<file path="config.mk">
export PLATFORM = sky130hd
export DESIGN_NAME = sipo_deframer
export DESIGN_NICKNAME = d
export VERILOG_FILES = /design/src/rtl/sipo_deframer.sv
export SDC_FILE = /design/constraint.sdc
export NUM_CORES = 1
export LEC_CHECK = 0
export BUFFER_PORTS_ARGS = -buffer_cell sky130_fd_sc_hd__buf_2
export CAP_MARGIN = 20
export CORE_ASPECT_RATIO = 0.5
export CORE_MARGIN = 5
export CORE_UTILIZATION = 55
export CTS_CLUSTER_DIAMETER = 150
export CTS_CLUSTER_SIZE = 16
export DETAILED_ROUTE_END_ITERATION = 12
export GPL_TIMING_DRIVEN = 0
export PLACE_DENSITY = 0.77
export SLEW_MARGIN = 20
export SYNTH_ARGS = -nofsm -noshare
export SYNTH_HDL_FRONTEND = slang
export SYNTH_SLANG_ARGS = --single-unit
</file>
<file path="constraint.sdc">
create_clock -name clk -period 2.4 [get_ports clk]
set_clock_uncertainty 0.15 [all_clocks]
set_input_delay 0.12 -clock clk [delete_from_list [all_inputs] [get_ports clk]]
set_output_delay 0.12 -clock clk [all_outputs]
set_load 0.02 [all_outputs]
</file>
<file path="src/rtl/sipo_deframer.sv">
// -----------------------------------------------------------------------------
// sipo_deframer
//   Parametrised serial-in / parallel-out deserializer. Collects LANES bits per
//   accepted beat into a DATA_WIDTH-bit word and presents completed words on a
//   registered valid/ready output port. Bit order is chosen per word by
//   msb_first, sampled on the first beat of the word. A partial word can be
//   discarded with flush.
//
// Parameters
//   DATA_WIDTH  assembled word width (multiple of LANES)
//   LANES       bits accepted per beat; DATA_WIDTH/LANES must be >= 2
//
// Ports
//   clk         clock, rising edge
//   resetn      synchronous active-low reset
//   din_valid   input beat valid
//   din         input beat data (LANES bits)
//   din_ready   beat can be accepted this cycle (combinational)
//   msb_first   1 = first beat lands in the MSBs (sampled on first beat)
//   flush       discard the partial word and any beat presented this cycle
//   dout        assembled word
//   dout_valid  dout holds an unconsumed word
//   dout_ready  consumer takes dout this cycle
//   fill_level  beats of the partial word already accepted
// -----------------------------------------------------------------------------
module sipo_deframer #(
   parameter int DATA_WIDTH = 16,
   parameter int LANES      = 1,
   localparam int BEATS     = DATA_WIDTH / LANES,
   localparam int CW        = (BEATS > 2) ? $clog2(BEATS) : 1
) (
   input  logic                  clk,
   input  logic                  resetn,
   input  logic                  din_valid,
   input  logic [LANES-1:0]      din,
   output logic                  din_ready,
   input  logic                  msb_first,
   input  logic                  flush,
   output logic [DATA_WIDTH-1:0] dout,
   output logic                  dout_valid,
   input  logic                  dout_ready,
   output logic [CW-1:0]         fill_level
);

   logic [DATA_WIDTH-1:0] sreg;
   logic [DATA_WIDTH-1:0] sreg_next;
   logic [CW-1:0]         cnt;
   logic                  order_q;
   logic                  eff_order;
   logic                  last_beat;
   logic                  acc;
   logic                  word_done;

   always_comb begin
      last_beat = (cnt == CW'(BEATS - 1));
      // Only the final beat can stall: it would overwrite an unconsumed word.
      din_ready = !(last_beat && dout_valid && !dout_ready);
      acc       = din_valid && din_ready;
      // The first beat of a word uses the live msb_first; later beats use the
      // order latched with that first beat.
      eff_order = (cnt == '0) ? msb_first : order_q;
      word_done = acc && last_beat && !flush;
      if (eff_order) begin
         sreg_next = (sreg << LANES) | DATA_WIDTH'(din);
      end else begin
         sreg_next = (sreg >> LANES) | {din, {(DATA_WIDTH-LANES){1'b0}}};
      end
   end

   always_ff @(posedge clk) begin
      if (!resetn) begin
         sreg       <= '0;
         cnt        <= '0;
         order_q    <= 1'b1;
         dout       <= '0;
         dout_valid <= 1'b0;
      end else begin
         if (flush) begin
            // A beat presented alongside flush is dropped; order latch untouched.
            sreg <= '0;
            cnt  <= '0;
         end else if (acc) begin
            if (cnt == '0) begin
               order_q <= msb_first;
            end
            if (last_beat) begin
               dout <= sreg_next;
               sreg <= '0;
               cnt  <= '0;
            end else begin
               sreg <= sreg_next;
               cnt  <= cnt + CW'(1);
            end
         end

         // A completing word takes priority over consumption, so a word that
         // finishes in the same cycle the old one is taken keeps valid high.
         if (word_done) begin
            dout_valid <= 1'b1;
         end else if (dout_ready) begin
            dout_valid <= 1'b0;
         end
      end
   end

   assign fill_level = cnt;

endmodule

</file>
==> results.md, run 1 <==
Run status:
- The flow ran to the end, and the final reports show no timing, DRC or antenna violations.

STA:
- The transition time at the pin with the least slew margin is between 0.5 and 0.6 ns.
- The smallest clock period supported by the final layout is computed as ~2.1 ns.
- The final count of pins violating max slew came to 0.
- The setup TNS is 0 ns.
- The number of hold-slack violations in the final timing report is 0.
- Setup slack closes at between 0.2 and 0.3 ns.
- The worst pin sits at a relative slew slack of 0.602.
- Of the available clock period, the critical path in the final layout requires 0.883.
- The worst hold margin is roughly 0.0006 ns.
- Based on the critical path, the design can be clocked at up to between 0.4 and 0.5 GHz.
- Setup repair after global routing left no endpoint under its margin.
- Setup violations remaining at the end of the flow were counted as 0.

Yosys:
- In this run, synthesis produced a sequential element count of 38.
- After synthesis the cells add up to ~0.0020 sq mm.
- Dividing the synthesized area by the synthesized cell count gives approximately 9.2 sq um.
- The total of warnings raised by yosys is 0.
- Counting every net in the synthesized netlist gives 223.
- The share of the yosys chip area belonging to registers is 0.387.
- The cell count after synthesis is approximately 210.
- The synthesized netlist contains 31 unique library cells.

Pwr:
- For this design the ratio of total power to cell area is 550 mW/mm^2.
- The maximum resistive drop on vdd is between 0.3 and 0.4 mV.
- The total power after layout is 0.00124 W.
- The cell leakage power is about 1.0 nW.

Detailed routing:
- The count of routing violations after the opening detailed-route iteration is slightly above 90.
- The number of search-and-repair iterations in the first detailed-routing pass is 4.
- The sum of routed wire length over all layers is about 4.8 mm.
- The via density per instance is 5.74.
- The routed layout has roughly 1,700 vias.
- The remaining antenna violation count after routing is 0.
- The post-route DRC violation count is 0.
- The per-cell routed wire length is about 16 um.

Placement:
- Port buffering added 26 buffers.
- After legalization and detailed placement, the total HPWL measured between 3 and 4 mm.
- The final weighted congestion in routability-driven placement is between 0.8 and 0.9.
- Before CTS, the worst setup slack after placement is between 0.3 and 0.4 ns.

Global routing:
- Entering global routing, the biggest net connects 12 pins.
- The first-pass GRT wire length is 7.87 mm.
- The via count of the first global-routing pass came to approximately 1,600.
- The initial antenna violation count is 0.
- The overall overflow remaining after global route is 0.
- In the global route stage, overall resource usage came out at 0.215.

Die:
- Measured along the y axis, the die boundary spans 52.3 um.
- The number of rows in the core area is 15.
- In this run the horizontal extent of the chip is roughly 95 um.
- For this configuration, the core starts out at a cell density of 0.573.
- The region available for standard cell placement spans 0.00343 sq mm.
- The area of the die is 0.00494 sq mm.
- The count of boundary I/O pins is 29.

Clocking:
- For the worst-skew pair, the clock arrives at the later sink with an insertion delay of slightly above 0.3 ns.
- The root buffer cell chosen for the clock tree is sky130_fd_sc_hd__clkbuf_8.
- The clock passes through at most 2 buffers.
- The post-cts gate resize count is 0.
- The number of clock sinks is 38.
- The H-tree was split into 2 levels.
- The total CTS buffers is 5.
- TritonCTS built the clock tree.
- In this run the post-CTS setup repair buffer count came out at 0.
- The total of hold buffers inserted after clock tree synthesis is 0.
- After clock tree synthesis, the clock-pin slew on the worst setup and hold paths is roughly 0.08 ns.

Worst setup path:
- The cell type of the slowest stage on the worst timing path is sky130_fd_sc_hd__clkbuf_1.
- Data on the critical path arrives at its endpoint at roughly 2.1 ns.
- The critical path class is reg2reg.
- STA classifies the critical path startpoint as a flip-flop.
- The signal on the critical path passes through ha_1, nand3_4, nor3_2, clkbuf_1, a21oi_1.
- The required time at the endpoint of the critical path is approximately 2.4 ns.
- The worst setup path startpoint is fill_level[0].
- The biggest fanout along the worst timing path is 10.
- The kind of capture point of the worst setup path is a flip-flop.
- For this run, the slowest stage of the critical path takes roughly 0.51 ns.
- In this run the critical register-to-register path is launched from fill_level[0].

Min path:
- The startpoint of the most critical hold path is resetn.
- The class of the tightest hold or removal check is in2reg.

Finish:
- In the final design database the tool counted between 200 and 300 nets.
- The layout has 280 filler cells.
- The top cell types in the final layout, fill and taps aside, are sky130_fd_sc_hd__dfxtp_1 (38), sky130_fd_sc_hd__buf_2 (32), sky130_fd_sc_hd__o21ai_0 (27).
- The post-layout utilization of the core is 0.656.
- The fraction of layout cells with a size suffix above 1 is 0.270.
- The area growth from synthesis to layout is 14.5%.
- The repair_antennas step left the layout with diodes totalling 0.
- Leaving out fill and tap cells, the most frequent cell in the layout is sky130_fd_sc_hd__dfxtp_1.

Job:
- The max-capacitance violation count is 0.
[cells in the mapped netlist, drive strengths merged]
library cell	count	share of area
a41oi	1	0.0045
clkbuf	10	0.019
nand2b	3	0.0095
nor2	4	0.0076
a21oi	17	0.043
mux2	15	0.086
inv	3	0.0057
a211oi	2	0.0076
nand2	19	0.036
ha	2	0.013
nor3b	1	0.0064
buf	7	0.021
o21a	3	0.011
mux2i	18	0.092
nor2b	2	0.0064
nor3	1	0.0051
or3b	15	0.067
dfxtp	38	0.39
o21ai	30	0.076
o41a	1	0.0057
xor2	1	0.0045
a311oi	1	0.0045
a22o	1	0.0045
nand3	2	0.011
o31ai	15	0.057
o211ai	1	0.0038
o2111ai	1	0.0045
[through the flow]
step	area [sq um]	instances
CTS	2250	299
detailed placement	2160	291
global placement	2160	291
finish	2250	299
floorplan	1970	214
global route	2250	299
[power breakdown]
part	total (W)	leakage [nW]	switching [W]	internal (W)
Combinational	0.000123	0.644	0.0000796	0.0000438
Sequential	0.000646	0.307	0.00000838	0.000638
Clock	0.000468	0.0482	0.000236	0.000232
[logic make-up (layout without fill, tap and decap cells)]
| group | Yosys count | after routing | synth area share |
|---|---|---|---|
| AO/OA/AOI/OAI | 73 | 73 | 0.223 |
| adder cells (fa/ha/maj) | 2 | 2 | 0.0127 |
| buffers and inverters | 20 | 54 | 0.0458 |
| AND/OR/NAND/NOR | 47 | 47 | 0.149 |
| flip-flops | 38 | 38 | 0.387 |
| XOR/XNOR | 1 | 1 | 0.00445 |
| multiplexers | 33 | 33 | 0.177 |
[worst paths after layout]
path / endpoint / slack, ns / cells past startpoint
hold reg to reg: dout[4] / 0.39 / 2
setup reg to reg: dout[5] / 0.28 / 5
hold / removal: dout[4] / 0.0006 / 3
setup / recovery: dout[5] / 0.28 / 5
[sequential cells by signal (all words and copies together), names as in the netlist]
register,flops
dout,16
sreg,16
fill_level,4
dout_valid,1
order_q,1
[critical path, delay by kind of cell, from the launching register on]
kind            cells  cell delay, ns
buf+inv             1            0.51
simple gates        2            0.47
flops               1            0.44
fa+ha+maj           1            0.26
compound gates      1            0.16
[routing by layer]
metal | vias to the layer above | wire length [um] | part of all wire | track usage
met5 | - | 0 | 0 | 0
met4 | 0 | 95 | 0.020 | 0.108
met3 | 11 | 377 | 0.078 | 0.0703
met2 | 53 | 2020 | 0.42 | 0.306
met1 | 804 | 2350 | 0.49 | 0.288
li1 | 847 | - | - | -
[cell type report]
type	instances	area, sq um	share of cell area
Multi-Input combinational cell	156	1120	0.496
Timing Repair Buffer	26	130	0.0578
Sequential cell	38	761	0.338
Tap cell	51	63.8	0.0283
Buffer	17	78.8	0.0350
Clock buffer	7	86.3	0.0383
Clock inverter	1	5.00	0.00222
Inverter	3	11.3	0.00500
Power figures use the tool's default switching activity.
==> run 2, diff against run 1 <==
--- a/config.mk
+++ b/config.mk
@@ -7,14 +7,14 @@
 export LEC_CHECK = 0
 export BUFFER_PORTS_ARGS = -buffer_cell sky130_fd_sc_hd__buf_2
 export CAP_MARGIN = 20
-export CORE_ASPECT_RATIO = 0.5
+export CORE_ASPECT_RATIO = 1.5
 export CORE_MARGIN = 5
 export CORE_UTILIZATION = 55
 export CTS_CLUSTER_DIAMETER = 150
 export CTS_CLUSTER_SIZE = 16
 export DETAILED_ROUTE_END_ITERATION = 12
 export GPL_TIMING_DRIVEN = 0
-export PLACE_DENSITY = 0.77
+export PLACE_DENSITY = 0.78
 export SLEW_MARGIN = 20
 export SYNTH_ARGS = -nofsm -noshare
 export SYNTH_HDL_FRONTEND = slang
==> run 2 against run 1 <==
Effect of this change:
- clock power is 4% lower
- maximum frequency is 3.0% higher
- register-to-register slack better by 0.06 ns
- worst setup slack better by 0.062 ns
- total power is 1.8% lower
- highest routed layer unchanged
- final cell count is 3.0% lower
==> results.md, run 2 (synthesized netlist as in run 1, its figures left out) <==
Worst setup path:
- The critical path is of the reg2reg type.
- The stage delay of the slowest cell on the critical path came to 0.41 ns (-0.10 ns).
- The required time at the endpoint of the critical path was 2.45 ns (+0.03 ns).
- Traced cell by cell, the critical path runs through inv_1, ha_1, nor3b_2, clkbuf_1, o21ai_0, o31ai_1.
- The kind of capture point of the worst setup path is a flip-flop.
- STA classifies the critical path startpoint as a flip-flop.
- The biggest fanout along the worst timing path was 10 (unchanged).
- The data arrival time at the worst-slack endpoint is 2.11 ns (-0.03 ns).
- Among all stages on the critical path, the largest delay is contributed by sky130_fd_sc_hd__clkbuf_1.

Global routing:
- The initial antenna violation count is 0 (unchanged).
- The via count of the first global-routing pass is 1,641 (+1.8%).
- The first-pass GRT wire length is 7.68 mm (-2.5%).
- The global-route usage over all layers came to 0.198 (-0.0164).
- The overall overflow remaining after global route is 0 (unchanged).
- The largest net degree at the start of global routing was 12 (unchanged).

Finish:
- The top cell types in the final layout, fill and taps aside, are sky130_fd_sc_hd__dfxtp_1 (38), sky130_fd_sc_hd__buf_2 (32), sky130_fd_sc_hd__o21ai_0 (27).
- The antenna diode instance count is 0 (unchanged).
- The number of nets at the end of the flow is 256 (unchanged).
- Leaving out fill and tap cells, the most frequent cell in the layout is sky130_fd_sc_hd__dfxtp_1.
- The area growth from synthesis to layout is 13.9%.
- The fraction of layout cells with a size suffix above 1 is 0.270 (unchanged).

Clocking:
- Clock tree synthesis selected as its root buffer the cell sky130_fd_sc_hd__clkbuf_8.
- The clock tree buffer depth came to 2 (unchanged).
- The CTS clock-pin slew for the worst setup and hold paths is 0.07 ns (about the same).
- The total CTS buffers is 5 (unchanged).
- The total number of H-tree levels is 2 (unchanged).
- The post-cts gate resize count was 0 (unchanged).
- The post-CTS setup-driven buffer insertion count was 0 (unchanged).
- The clock latency at the later pin of the worst-skew pair is 0.29 ns (-0.02 ns).
- The total of hold buffers inserted after clock tree synthesis was 0 (unchanged).
- The number of clock sinks is 38 (unchanged).
- TritonCTS built the clock tree.

Placement:
- The final weighted congestion in routability-driven placement came to 0.846 (-2.6%).
- The number of I/O port buffers is 26 (unchanged).
- The half-perimeter wire length after placement is 3.19 mm (-2.0%).

STA:
- The worst slew margin relative to its limit was 0.658 (+0.0552).
- The number of endpoints failing setup at the final stage was 0 (unchanged).
- The setup TNS is 0 ns (unchanged).
- The number of hold-slack violations in the final timing report is 0 (unchanged).
- The worst hold margin is 0.0173 ns (+0.0167 ns).
- The maximum clock frequency is 0.486 GHz (+3.0%).
- Setup repair after global routing left no endpoint under its margin.
- The final period demand of the worst path was 2.06 ns (-0.0618 ns).
- The final count of pins violating max slew was 0 (unchanged).
- The portion of the clock cycle consumed by the worst path in the final layout is 0.858 (-0.0258).
- The transition time at the pin with the least slew margin is 0.513 ns (-0.0828 ns).

Die:
- The area of the die was 0.00490 sq mm (-0.97%).
- The effective utilization at floorplan is 0.570 (-0.00229).
- The area of the placeable core is 0.00345 sq mm (+0.40%).
- The number of rows in the core area is 26 (+11).
- The count of boundary I/O pins came to 29 (unchanged).
- The die span in y is 83.2 um (+59%).
- The die boundary width is 58.8 um (-38%).

Detailed routing:
- The remaining antenna violation count after routing is 0 (unchanged).
- The post-route DRC violation count is 0 (unchanged).
- The sum of routed wire length over all layers is 4.48 mm (-7.6%).
- The number of search-and-repair iterations in the first detailed-routing pass came to 4 (unchanged).
- The via count of the routed design was 1,681 (-2.0%).
- The count of routing violations after the opening detailed-route iteration came to 69 (-25%).
- The via density per instance is 5.80 (+1.1%).
- The per-cell routed wire length is 15.4 um (-4.7%).

Pwr:
- The maximum resistive drop on vdd is 0.557 mV (+83%).
- The cell leakage power is 1.00 nW (unchanged).
- The power per cell area is 542 mW/mm^2 (-1.3%).
- The total power after layout came to 0.00122 W (-1.8%).

Min path:
- The class of the tightest hold or removal check is in2reg.

Run status:
- The flow ran to the end, and the final reports show no timing, DRC or antenna violations.

Job:
- The max-capacitance violation count is 0 (unchanged).
[run 2: per-layer routing]
metal,up-vias,wire [um],GRT usage
li1,848,-,-
met1,781,1920,0.233
met2,47,2270,0.329
met3,5,210,0.0466
met4,0,80,0.0907
met5,-,0,0
[run 2: through the flow]
step / std cells / utilization / setup WS (ns) / instance area, sq um
after global routing: 290 / 0.650 / 0.131 / 2240
after CTS: 290 / 0.650 / 0.313 / 2240
after global placement: 282 / 0.623 / 0.404 / 2150
after floorplan: 214 / - / 0.439 / 1970
after detailed placement: 282 / 0.623 / 0.338 / 2150
final: 290 / 0.650 / 0.342 / 2240
[run 2: worst paths after layout]
path | from | cells past startpoint | endpoint | slack, ns
hold reg to reg | sreg[0] | 1 | sreg[0] | 0.37
setup / recovery | fill_level[0] | 6 | sreg[15] | 0.34
setup reg to reg | fill_level[0] | 6 | sreg[15] | 0.34
hold / removal | resetn | 3 | dout[2] | 0.02
[run 2: layout make-up]
| cell class | instances | area [sq um] |
|---|---|---|
| inverters | 3 | 11.3 |
| clock buffers | 7 | 86.3 |
| fillers | 345 | 1210 |
| repair buffers | 26 | 130 |
| flip-flops and latches | 38 | 761 |
| plain buffers | 17 | 78.8 |
| multi-input cells | 156 | 1120 |
| clock inverters | 1 | 5.00 |
| well taps | 42 | 52.6 |
[run 2: worst max-delay path, delay by kind of cell (launching register included)]
kind | cells | cell delay [ns]
buffers and inverters | 2 | 0.49
AO/OA/AOI/OAI | 2 | 0.48
flip-flops | 1 | 0.37
AND/OR/NAND/NOR | 1 | 0.33
adder cells (fa/ha/maj) | 1 | 0.15
[run 2: where the power goes]
group / internal, W / leakage, nW / switching, W
registers: 0.000638 / 0.307 / 0.00000803
clock network: 0.000232 / 0.0482 / 0.000217
logic: 0.0000437 / 0.644 / 0.0000770
==> run 3, diff against run 2 <==
--- a/config.mk
+++ b/config.mk
@@ -9,12 +9,12 @@
 export CAP_MARGIN = 20
 export CORE_ASPECT_RATIO = 1.5
 export CORE_MARGIN = 5
-export CORE_UTILIZATION = 55
+export CORE_UTILIZATION = 56
 export CTS_CLUSTER_DIAMETER = 150
 export CTS_CLUSTER_SIZE = 16
 export DETAILED_ROUTE_END_ITERATION = 12
 export GPL_TIMING_DRIVEN = 0
-export PLACE_DENSITY = 0.78
+export PLACE_DENSITY = 0.79
 export SLEW_MARGIN = 20
 export SYNTH_ARGS = -nofsm -noshare
 export SYNTH_HDL_FRONTEND = slang
==> run 3 against run 2 <==
Effect of this change:
- worst hold slack better by 0.0048 ns
- cell area decreased by 0.39%
- utilization is 0.36 points higher
- non-clock buffer count unchanged
- maximum frequency increased by 1.3%
- first-iteration DRC count increased by 16%
- die area decreased by 1.5%
- routed wire length rose by 1.7%
- sequential cell count unchanged
- largest power group unchanged
==> results.md, run 3 (synthesized netlist as in run 1, its figures left out) <==
STA:
- Setup repair after global routing left no endpoint under its margin.
- The number of endpoints failing setup at the final stage is 0 (unchanged).
- The final count of pins violating max slew was 0 (unchanged).
- The setup TNS came to 0 ns (unchanged).
- The transition time at the pin with the least slew margin is 0.540 ns (+0.0268 ns).
- The portion of the clock cycle consumed by the worst path in the final layout was 0.846 (-0.0114).
- The final period demand of the worst path is 2.03 ns (-0.0273 ns).
- The number of hold-slack violations in the final timing report was 0 (unchanged).
- The maximum clock frequency was 0.492 GHz (+1.3%).
- The worst slew margin relative to its limit is 0.640 (-0.0179).

Die:
- The effective utilization at floorplan is 0.576 (+0.00543).
- The area of the placeable core is 0.00342 sq mm (-0.94%).
- The number of rows in the core area is 26 (unchanged).
- The die span in y came to 82.6 um (-0.79%).
- The area of the die is 0.00482 sq mm (-1.5%).
- The count of boundary I/O pins was 29 (unchanged).
- The die boundary width is 58.4 um (-0.74%).

Detailed routing:
- The sum of routed wire length over all layers was 4.55 mm (+1.7%).
- The highest metal layer with signal wires is met4.
- The via density per instance is 5.84 (+0.81%).
- The count of routing violations after the opening detailed-route iteration is 80 (+16%).
- The post-route DRC violation count was 0 (unchanged).
- The via count of the routed design is 1,683 (+0.12%).
- The per-cell routed wire length came to 15.8 um (+2.4%).
- The remaining antenna violation count after routing is 0 (unchanged).
- The total length of routed met3 wires came to 115 um (-45%).
- The detailed-route wire length on metal 1 is 2.02 mm (+5.2%).
- The number of search-and-repair iterations in the first detailed-routing pass is 4 (unchanged).
- The detailed route wirelength on metal2 is 2.31 mm (+1.6%).

Pwr:
- The switching power summed over all nets is 0.000295 W (-2.6%).
- The total power after layout was 0.00120 W (-1.5%).
- The clock group share of total power is 0.359 (-0.010).
- The cell-internal power was 0.000903 W (-1.1%).
- The maximum resistive drop on vdd came to 0.575 mV (+3.3%).
- The fraction of power spent switching nets came to 0.246 (-0.00283).
- The combinational group share of total power is 0.102 (+0.003).
- The power per cell area came to 537 mW/mm^2 (-1.1%).
- The power share of the sequential group was 0.539 (+0.008).
- The cell leakage power was 0.994 nW (-0.51%).

Placement:
- The final weighted congestion in routability-driven placement is 0.822 (-2.8%).
- The number of I/O port buffers is 26 (unchanged).
- The placed cell count is 282 (unchanged).
- The half-perimeter wire length after placement is 3.27 mm (+2.8%).

Finish:
- The number of nets at the end of the flow is 256 (unchanged).
- The area growth from synthesis to layout is 13.5%.
- The top cell types in the final layout, fill and taps aside, are sky130_fd_sc_hd__dfxtp_1 (38), sky130_fd_sc_hd__buf_2 (32), sky130_fd_sc_hd__o21ai_0 (27).
- The final standard cell count with taps included and fillers excluded is 288 (-0.69%).
- The antenna diode instance count came to 0 (unchanged).
- The library cell used most frequently in the layout, excluding fill and tap cells, is sky130_fd_sc_hd__dfxtp_1.
- The fraction of layout cells with a size suffix above 1 came to 0.268 (-0.00187).
- The fill cell total of the finished layout is 300 (-13%).

Worst setup path:
- The type of origin of the critical path is a flip-flop.
- The critical path's top delay family is simple AND/OR/NAND/NOR gates.
- The kind of capture point of the worst setup path is a flip-flop.
- The biggest fanout along the worst timing path is 10 (unchanged).
- The slowest stage of the critical path is the sky130_fd_sc_hd__dfxtp_1 cell.
- The data arrival time at the worst-slack endpoint came to 2.08 ns (-0.03 ns).
- The stage delay of the slowest cell on the critical path is 0.44 ns (+0.03 ns).
- The signal on the critical path passes through ha_1, nand3_4, o21a_1, buf_6, or3b_1, o31ai_1.
- The critical path class is reg2reg.
- The number of buffer and inverter stages on the critical path is 1 (-1).
- The required time at the endpoint of the critical path is 2.45 ns (about the same).

Global routing:
- The largest net degree at the start of global routing was 11 (-1).
- The overall overflow remaining after global route is 0 (unchanged).
- The first-pass GRT wire length is 7.69 mm (about the same).
- The global-route usage over all layers is 0.209 (+0.0109).
- The initial antenna violation count is 0 (unchanged).
- The via count of the first global-routing pass is 1,679 (+2.3%).

Run status:
- The flow ran to the end, and the final reports show no timing, DRC or antenna violations.

Clocking:
- The total number of H-tree levels came to 2 (unchanged).
- The total of hold buffers inserted after clock tree synthesis is 0 (unchanged).
- In this run the clock root is driven by a sky130_fd_sc_hd__clkbuf_8.
- The clock tree buffer depth is 2 (unchanged).
- The total CTS buffers is 5 (unchanged).
- The post-CTS setup-driven buffer insertion count was 0 (unchanged).
- The post-cts gate resize count is 0 (unchanged).
- The number of clock sinks was 38 (unchanged).
- The CTS clock-pin slew for the worst setup and hold paths is 0.07 ns (about the same).
- The clock latency at the later pin of the worst-skew pair is 0.29 ns (about the same).
- TritonCTS built the clock tree.

Min path:
- The path class of the tightest hold or removal check is in2reg.

Job:
- The max-capacitance violation count came to 0 (unchanged).
## run 3: cell types whose count changed in the layout (fill, tap and decap cells not counted)
cell	before	now
sky130_fd_sc_hd__clkinv_2	1	0
sky130_fd_sc_hd__clkbuf_1	11	10
## run 3: path summary, 6_finish.rpt
kind / cells past startpoint / endpoint / slack [ns] / startpoint
worst min register to register: 1 / sreg[0] / 0.37 / sreg[0]
worst max-delay path: 6 / sreg[15] / 0.37 / fill_level[0]
worst max register to register: 6 / sreg[15] / 0.37 / fill_level[0]
worst min-delay path: 3 / dout[14] / 0.02 / resetn
## run 3: worst reg2reg max path, stage by stage (launching register included)
cell                      delay, ns
sky130_fd_sc_hd__dfxtp_1       0.44
sky130_fd_sc_hd__ha_1          0.25
sky130_fd_sc_hd__nand3_4       0.13
sky130_fd_sc_hd__o21a_1        0.33
sky130_fd_sc_hd__buf_6         0.19
sky130_fd_sc_hd__or3b_1        0.36
sky130_fd_sc_hd__o31ai_1       0.07
## run 3: layout make-up
| class | count | area, sq um | area share |
|---|---|---|---|
| Buffer | 17 | 78.8 | 0.0353 |
| Clock buffer | 6 | 82.6 | 0.0370 |
| Inverter | 3 | 11.3 | 0.00504 |
| Multi-Input combinational cell | 156 | 1120 | 0.500 |
| Sequential cell | 38 | 761 | 0.341 |
| Tap cell | 42 | 52.6 | 0.0235 |
| Timing Repair Buffer | 26 | 130 | 0.0583 |
## run 3: metal layers
metal  up-vias  global-route usage
li1        848                   -
met5         -                   0
met4         0              0.0998
met3         7              0.0389
met1       804               0.243
met2        24               0.364
## run 3: metrics by stage
stage / cell area (sq um) / hold slack (ns) / util / worst slack (ns)
after global placement: 2150 / 0.325 / 0.629 / 0.416
after global routing: 2230 / 0.0476 / 0.653 / 0.141
after detailed placement: 2150 / 0.327 / 0.629 / 0.377
final: 2230 / 0.0221 / 0.653 / 0.369
after CTS: 2230 / 0.0188 / 0.653 / 0.358
after floorplan: 1970 / 0.177 / - / 0.439
## run 3: power groups by stage
stage | combinational (W) | sequential, W | clock, W
floorplan | 0.0000871 | 0.000659 | 0
global placement | 0.000120 | 0.000660 | 0
detailed placement | 0.000121 | 0.000660 | 0
CTS | 0.000122 | 0.000646 | 0.000438
global route | 0.000134 | 0.000647 | 0.000462
finish | 0.000122 | 0.000646 | 0.000430
